$ cat src/rtl/wb_dmem_line_responder_pkg.sv
// Shared dcache/memory-side types: responder state encoding and line geometry.
package wb_dmem_line_responder_pkg;

    localparam int DMEM_LINE_WORDS  = 4;
    localparam int DMEM_OFFSET_BITS = $clog2(DMEM_LINE_WORDS);

    // Line responder sequencing states
    typedef enum logic [2:0] {
        DMEM_IDLE,
        DMEM_WAIT,
        DMEM_ISSUE,
        DMEM_DRAIN,
        DMEM_ACK
    } type_dmem_resp_states_e;

endpackage

$ cat src/rtl/wb_dmem_line_responder_dmem_beat_counter.sv
// Beat sequencing for the line responder: wait-state countdown, wrapping
// word-offset counter and last-beat detection.
module dmem_beat_counter #(
    parameter int  LINE_WORDS  = 4,
    parameter int  WAIT_CYCLES = 0,
    localparam int OFF_W       = $clog2(LINE_WORDS)
) (
    input  logic             clk,
    input  logic             rst,
    input  logic             load,
    input  logic [OFF_W-1:0] start_off,
    input  logic             wait_en,
    input  logic             beat_en,
    output logic [OFF_W-1:0] offset,
    output logic             wait_done,
    output logic             last_beat
);

    // Countdown reaches 0 on the last WAIT cycle, so WAIT lasts WAIT_CYCLES cycles
    localparam logic [3:0] WAIT_LOAD = (WAIT_CYCLES > 0) ? 4'(WAIT_CYCLES - 1) : 4'd0;

    logic [3:0]       wait_cnt;
    logic [OFF_W-1:0] beat_cnt;

    // Load on request accept; offset wraps naturally at the power-of-two line size
    always_ff @(posedge clk) begin
        if (rst) begin
            wait_cnt <= '0;
            offset   <= '0;
            beat_cnt <= '0;
        end else if (load) begin
            wait_cnt <= WAIT_LOAD;
            offset   <= start_off;
            beat_cnt <= '0;
        end else begin
            if (wait_en && wait_cnt != 4'd0)
                wait_cnt <= wait_cnt - 4'd1;
            if (beat_en) begin
                offset   <= offset + OFF_W'(1);
                beat_cnt <= beat_cnt + OFF_W'(1);
            end
        end
    end

    assign wait_done = (wait_cnt == 4'd0);
    assign last_beat = (beat_cnt == OFF_W'(LINE_WORDS - 1));

endmodule

$ cat src/rtl/wb_dmem_line_responder.sv
// Memory-side responder for dcache line fills / write-backs. Serialises a
// line into word beats on a single-port synchronous data memory.
// Build option DMEM_CWF_EN: critical word first (start at the requested word).
module wb_dmem_line_responder
    import wb_dmem_line_responder_pkg::*;
#(
    parameter int ADDR_W      = 32,
    parameter int WORD_W      = 32,
    parameter int LINE_WORDS  = DMEM_LINE_WORDS,
    parameter int WAIT_CYCLES = 0
) (
    input  logic                         clk,
    input  logic                         rst,
    input  logic                         dcache2mem_req_i,
    input  logic                         dcache2mem_wr_i,
    input  logic                         dcache2mem_kill_i,
    input  logic [ADDR_W-1:0]            dcache2mem_addr_i,
    input  logic [LINE_WORDS*WORD_W-1:0] dcache2mem_data_i,
    output logic                         mem2dcache_ack_o,
    output logic [LINE_WORDS*WORD_W-1:0] mem2dcache_data_o,
    output logic                         dmem_req_o,
    output logic                         dmem_we_o,
    output logic [ADDR_W-1:0]            dmem_addr_o,
    output logic [WORD_W-1:0]            dmem_wdata_o,
    input  logic [WORD_W-1:0]            dmem_rdata_i
);

    localparam int OFF_W   = $clog2(LINE_WORDS);
    localparam int LB_BITS = OFF_W + 2;

    type_dmem_resp_states_e state, nxt;

    logic                               wr_q;
    logic [ADDR_W-1:0]                  base_q;
    logic [LINE_WORDS-1:0][WORD_W-1:0]  wline_q;
    logic [LINE_WORDS-1:0][WORD_W-1:0]  line_buf;
    logic                               rd_pend;
    logic [OFF_W-1:0]                   rd_off;
    logic [OFF_W-1:0]                   offset;
    logic [OFF_W-1:0]                   start_off;
    logic                               accept;
    logic                               in_issue;
    logic                               wait_done;
    logic                               last_beat;
    logic                               unused_addr_lsbs;

    assign accept   = (state == DMEM_IDLE) && dcache2mem_req_i && !dcache2mem_kill_i;
    assign in_issue = (state == DMEM_ISSUE);

`ifdef DMEM_CWF_EN
    assign start_off = dcache2mem_addr_i[LB_BITS-1:2];
`else
    assign start_off = '0;
`endif

    // Byte/word offset bits only feed the start offset in some builds
    assign unused_addr_lsbs = ^dcache2mem_addr_i[LB_BITS-1:0];

    dmem_beat_counter #(
        .LINE_WORDS  (LINE_WORDS),
        .WAIT_CYCLES (WAIT_CYCLES)
    ) u_beat_cnt (
        .clk       (clk),
        .rst       (rst),
        .load      (accept),
        .start_off (start_off),
        .wait_en   (state == DMEM_WAIT),
        .beat_en   (dmem_req_o),
        .offset    (offset),
        .wait_done (wait_done),
        .last_beat (last_beat)
    );

    // State register
    always_ff @(posedge clk) begin
        if (rst) state <= DMEM_IDLE;
        else     state <= nxt;
    end

    // Next state; kill overrides every transition including the ack
    always_comb begin
        nxt = state;
        case (state)
            DMEM_IDLE:  if (accept) nxt = (WAIT_CYCLES > 0) ? DMEM_WAIT : DMEM_ISSUE;
            DMEM_WAIT:  if (wait_done) nxt = DMEM_ISSUE;
            DMEM_ISSUE: if (last_beat) nxt = wr_q ? DMEM_ACK : DMEM_DRAIN;
            DMEM_DRAIN: nxt = DMEM_ACK;
            DMEM_ACK:   nxt = DMEM_IDLE;
            default:    nxt = DMEM_IDLE;
        endcase
        if (dcache2mem_kill_i) nxt = DMEM_IDLE;
    end

    // Latch the request: direction, line base and (for write-backs) the line
    always_ff @(posedge clk) begin
        if (rst) begin
            wr_q    <= 1'b0;
            base_q  <= '0;
            wline_q <= '0;
        end else if (accept) begin
            wr_q   <= dcache2mem_wr_i;
            base_q <= {dcache2mem_addr_i[ADDR_W-1:LB_BITS], LB_BITS'(0)};
            if (dcache2mem_wr_i) wline_q <= dcache2mem_data_i;
        end
    end

    // Read data arrives one cycle after its beat; file it under that beat's offset
    always_ff @(posedge clk) begin
        if (rst) begin
            rd_pend  <= 1'b0;
            rd_off   <= '0;
            line_buf <= '0;
        end else begin
            rd_pend <= dmem_req_o && !wr_q;
            rd_off  <= offset;
            if (rd_pend) line_buf[rd_off] <= dmem_rdata_i;
        end
    end

    assign dmem_req_o        = in_issue && !dcache2mem_kill_i;
    assign dmem_we_o         = dmem_req_o && wr_q;
    assign dmem_addr_o       = in_issue ? base_q + (ADDR_W'(offset) << 2) : '0;
    assign dmem_wdata_o      = (in_issue && wr_q) ? wline_q[offset] : '0;
    assign mem2dcache_ack_o  = (state == DMEM_ACK) && !dcache2mem_kill_i;
    assign mem2dcache_data_o = line_buf;

endmodule

$ cat config.mk
export PLATFORM = sky130hd
export DESIGN_NAME = wb_dmem_line_responder
export DESIGN_NICKNAME = d
export VERILOG_FILES = /design/src/rtl/wb_dmem_line_responder_pkg.sv /design/src/rtl/wb_dmem_line_responder_dmem_beat_counter.sv /design/src/rtl/wb_dmem_line_responder.sv
export SDC_FILE = /design/constraint.sdc
export NUM_CORES = 1
export LEC_CHECK = 0
export ABC_AREA = 1
export BUFFER_PORTS_ARGS = -buffer_cell sky130_fd_sc_hd__clkbuf_2
export CORE_MARGIN = 2
export CORE_UTILIZATION = 40
export CTS_BUF_LIST = sky130_fd_sc_hd__clkbuf_2
export CTS_CLUSTER_SIZE = 12
export DETAILED_ROUTE_END_ITERATION = 12
export PLACE_DENSITY = 0.74
export SYNTH_ARGS = -nofsm -noshare
export SYNTH_HDL_FRONTEND = slang
export SYNTH_HIERARCHICAL = 1
export SYNTH_SLANG_ARGS = --single-unit
$ cat constraint.sdc
create_clock -name clk -period 2.9 [get_ports clk]
set_clock_uncertainty 0.05 [all_clocks]
set_input_delay 0.29 -clock clk [delete_from_list [all_inputs] [get_ports clk]]
set_output_delay 0.29 -clock clk [all_outputs]
set_load 0.02 [all_outputs]
==> run summary <==
The run finished with clean final reports. The synthesized netlist devotes 0.209% of its cell area to XOR and XNOR gates. The post-placement worst setup slack came out at 0.868 ns. The startpoint identified for the worst register-to-register timing path is state[1]. Once detail routing completed, the nets flagged for antenna violations numbered 0. For this block, the initial DRC count from the detailed router was 881. The number of design rule violations left after detail routing came out at 0.

Sorting the synthesized cells by area gives the leading types as dfxtp_1 (48%), nor2_1 (15%), nand2_1 (9.0%). On the worst path, the slowest cell contributes a delay of 0.45 ns. The count of pins over their slew limit is 0. The critical path required time came out at 2.56 ns.

For the worst setup path, the data arrival time is 2.41 ns. Tracing the worst setup path back leads to its startpoint at u_beat_cnt/offset[1]. The fraction of synthesized cell area taken by the top area cell type came out at 47.6%. The sequential fraction of the synthesis area came out at 47.6%. Counting distinct cell types in the post-synthesis netlist gives 30. The post-CTS setup buffer count is 0. The setup total negative slack is 0 ns.

The kind of capture point of the worst setup path is a primary output. In this run the worst path has a maximum fanout of 25. The tree built by TritonCTS fans out to 299 sinks.

The number of endpoints failing setup at the final stage is 0. The fmax is 0.363 GHz. The overall die area came out at 32900 um^2. A synthesized cell averages 6.81 um^2. The synthesized netlist occupies a cell area of 12600 um^2. Entering global routing, the biggest net connects 90 pins. The gate count of the mapped netlist came out at 1847. The longest clock path from root to sink contains 3 buffers. The multiplexer area fraction after synthesis came out at 0%. The most numerous cell type found on the critical path is a21oi_1. The clock transition at the register clock pins on the worst setup and hold paths after CTS came out at 0.10 ns.

The wire length of the first global-routing pass is 69300 um. The total number of yosys warnings came out at 6. The chip width came out at 181 um. The total number of vias came out at 14200. The via count of the first global-routing pass was 14200. The fill cell instance count of the final layout is 2704. The area of the core is 30700 um^2. The row count is 64. The sequential cells in the finished layout cover a total of 5990 um^2. The compound-cell area share of the yosys netlist came out at 14.5%.

The classification of the worst setup path is flip-flop to primary output. Dividing total power by cell area gives a power density of 478 nW/um^2. The source-to-sink clock delay at the later pin of the worst-skew pair came out at 0.89 ns.

The basic-gate share of the synthesized area counting and, or, nand and nor cells came out at 25.9%. After synthesis, the largest family of logic cells by area is simple AND/OR/NAND/NOR gates. In this run the tightest slew margin relative to its limit is 24.2%. The final number of hold-violating endpoints was 0.

The number of nets at the end of the flow is 2668. The routed design has 43700 um of wire. The routed length per placed instance is 14.9 um. Among all cell types in the netlist, the one instantiated most often is nor2_1. The fraction of final layout cells sized beyond drive strength 1 came out at 22.1%. In this run the most critical hold path is launched from dcache2mem_data_i[44].

TritonCTS built the clock tree. For this run, the total global-route usage over all layers was measured as 25.8%. The class of the tightest hold or removal check is input port to flip-flop.

The depth of the CTS H-tree came out at 3. The launching element type of the critical path is a flip-flop. The number of register bits inferred by synthesis is 299. In this run, CTS created clock tree buffers numbering 81. The remaining global-route overflow is 0. Clock tree synthesis selected as its root buffer the cell clkbuf_2. The number of violations of the max-capacitance limit came out at 0. The final weighted congestion in routability-driven placement came out at 0.828. The post-synthesis share of cell area spent on full adders, half adders and majority gates is 0.199%.

The post-synthesis async set-or-reset flop share came out at 0%. The worst path meets setup with 0.146 ns of slack. The first TritonRoute pass finished after 5 iterations.

The number of antenna violations at the first check in global routing came out at 5. Among all flip-flop cells after synthesis, the most frequent one is dfxtp_1. Summing all multi-input logic gate instances after layout gives 5170 um^2. The ratio of final minimum period to clock period is 95.0%. The count of input and output buffers is 385. The slowest stage of the critical path is the dfxtp_2 cell. The growth of design area from synthesis to finish is 42.6%. By count the netlist is led by nor2_1 (490), nand2_1 (301), dfxtp_1 (299), inv_1 (211), o21ai_0 (190).

The worst-margin pin slew came out at 1.14 ns. Summed over all instances, the cell type with the most area after synthesis is dfxtp_1. Walking the worst path, the cells encountered are clkinv_1 > buf_4 > a21oi_1 > o21ai_0 > a21oi_1 > clkbuf_2. The final period demand of the worst path is 2.75 ns.

The number of top-level pins came out at 392. The number of synthesized flops with an enable pin is 0. The die outline height is 181 um. The leakage power summed over all cells came out at 8.84 nW. Detailed placement ended at an HPWL of 25900 um. The routed via count divided by cell count came out at 4.83. The initial cell density of the core is 40.9%. IR analysis of the VDD net gives a maximum drop of 292 uV.
-- final cells by class --
class	instances	area share, %
multi-input combinational	1215	28.9
clock inverter	25	0.866
timing repair buffer	658	26.2
tap	396	2.76
antenna	4	0.0559
sequential	299	33.4
clock buffer	119	3.32
inverter	214	4.52
-- power by group --
part           internal, mW  switching [mW]  total (mW)
registers              4.25          0.0682        4.32
logic                 0.533           0.643        1.18
clock network          1.22            1.86        3.08
total                  6.00            2.57        8.57
-- path summary, 6_finish.rpt --
kind                            to  slack [ns]  cells after the start
max reg2reg            wline_q[56]        0.39                      6
max               dmem_wdata_o[31]        0.15                      6
min                    wline_q[44]        0.15                      4
min reg2reg  mem2dcache_data_o[57]        0.40                      2
-- metal layers --
metal / global-route usage (%) / up-vias / wire length (um)
met3: 6.79 / 139 / 3900
met5: 0 / - / 8
met2: 45.0 / 693 / 21200
li1: - / 6973 / -
met1: 29.4 / 6354 / 16900
met4: 11.8 / 2 / 1700
-- cell families (layout without fill, tap and decap cells) --
group,count (synthesis),in the layout
XOR/XNOR,3,3
other,1,8
buffers and inverters,336,1016
adder cells (fa/ha/maj),2,2
AND/OR/NAND/NOR,844,844
AO/OA/AOI/OAI,362,362
flip-flops,299,299
-- cells in the final DEF, fill, tap and decap left out, types with 3 or more instances in the layout --
cell | netlist | final
nor2_1 | 490 | 489
diode_2 | 0 | 4
clkinv_1 | 1 | 18
buf_6 | 13 | 3
o21ai_1 | 4 | 4
dfxtp_1 | 299 | 297
buf_12 | 0 | 8
inv_1 | 211 | 210
clkbuf_2 | 3 | 504
a21oi_1 | 166 | 164
nand2_1 | 301 | 301
dlygate4sd3_1 | 0 | 243
nand3_1 | 43 | 42
o21ai_0 | 190 | 190
buf_4 | 8 | 19
conb_1 | 1 | 4
a21oi_2 | 1 | 3
-- through the flow --
| step | hold WS (ns) | utilization, % | total power, mW | cells | cell area (um^2) |
|---|---|---|---|---|---|
| final | 0.149 | 58.3 | 8.57 | 2930 | 17900 |
| after global routing | 0.0773 | 58.3 | 9.03 | 2928 | 17900 |
| after detailed placement | 0.388 | 47.8 | 5.28 | 2539 | 14700 |
| after global placement | 0.381 | 47.8 | 5.26 | 2539 | 14700 |
| after CTS | 0.0191 | 58.2 | 8.64 | 2926 | 17900 |
| after floorplan | 0.375 | - | 4.95 | 1850 | 12600 |
-- registers in the layout (all words and copies together), names as in the netlist --
name / flops
base_q: 28
wr_q: 1
rd_off: 2
u_beat_cnt/offset: 2
rd_pend: 1
state: 3
u_beat_cnt/wait_cnt: 4
mem2dcache_data_o: 128
u_beat_cnt/beat_cnt: 2
wline_q: 128
-- critical path: cells and delay by family (launching register included) --
kind	cells	cell delay (ns)
AO/OA/AOI/OAI	3	0.55
flip-flops	1	0.45
buffers and inverters	3	0.59
-- timing repair --
| item | 4_1_cts | 5_1_grt |
|---|---|---|
| hold buffers | 243 | 0 |
| setup endpoints to repair | 6 | 21 |
| endpoints found under the hold margin | 295 | 0 |
| resized for setup | 3 | 3 |
Note: power is estimated with default switching activity, not from simulation.
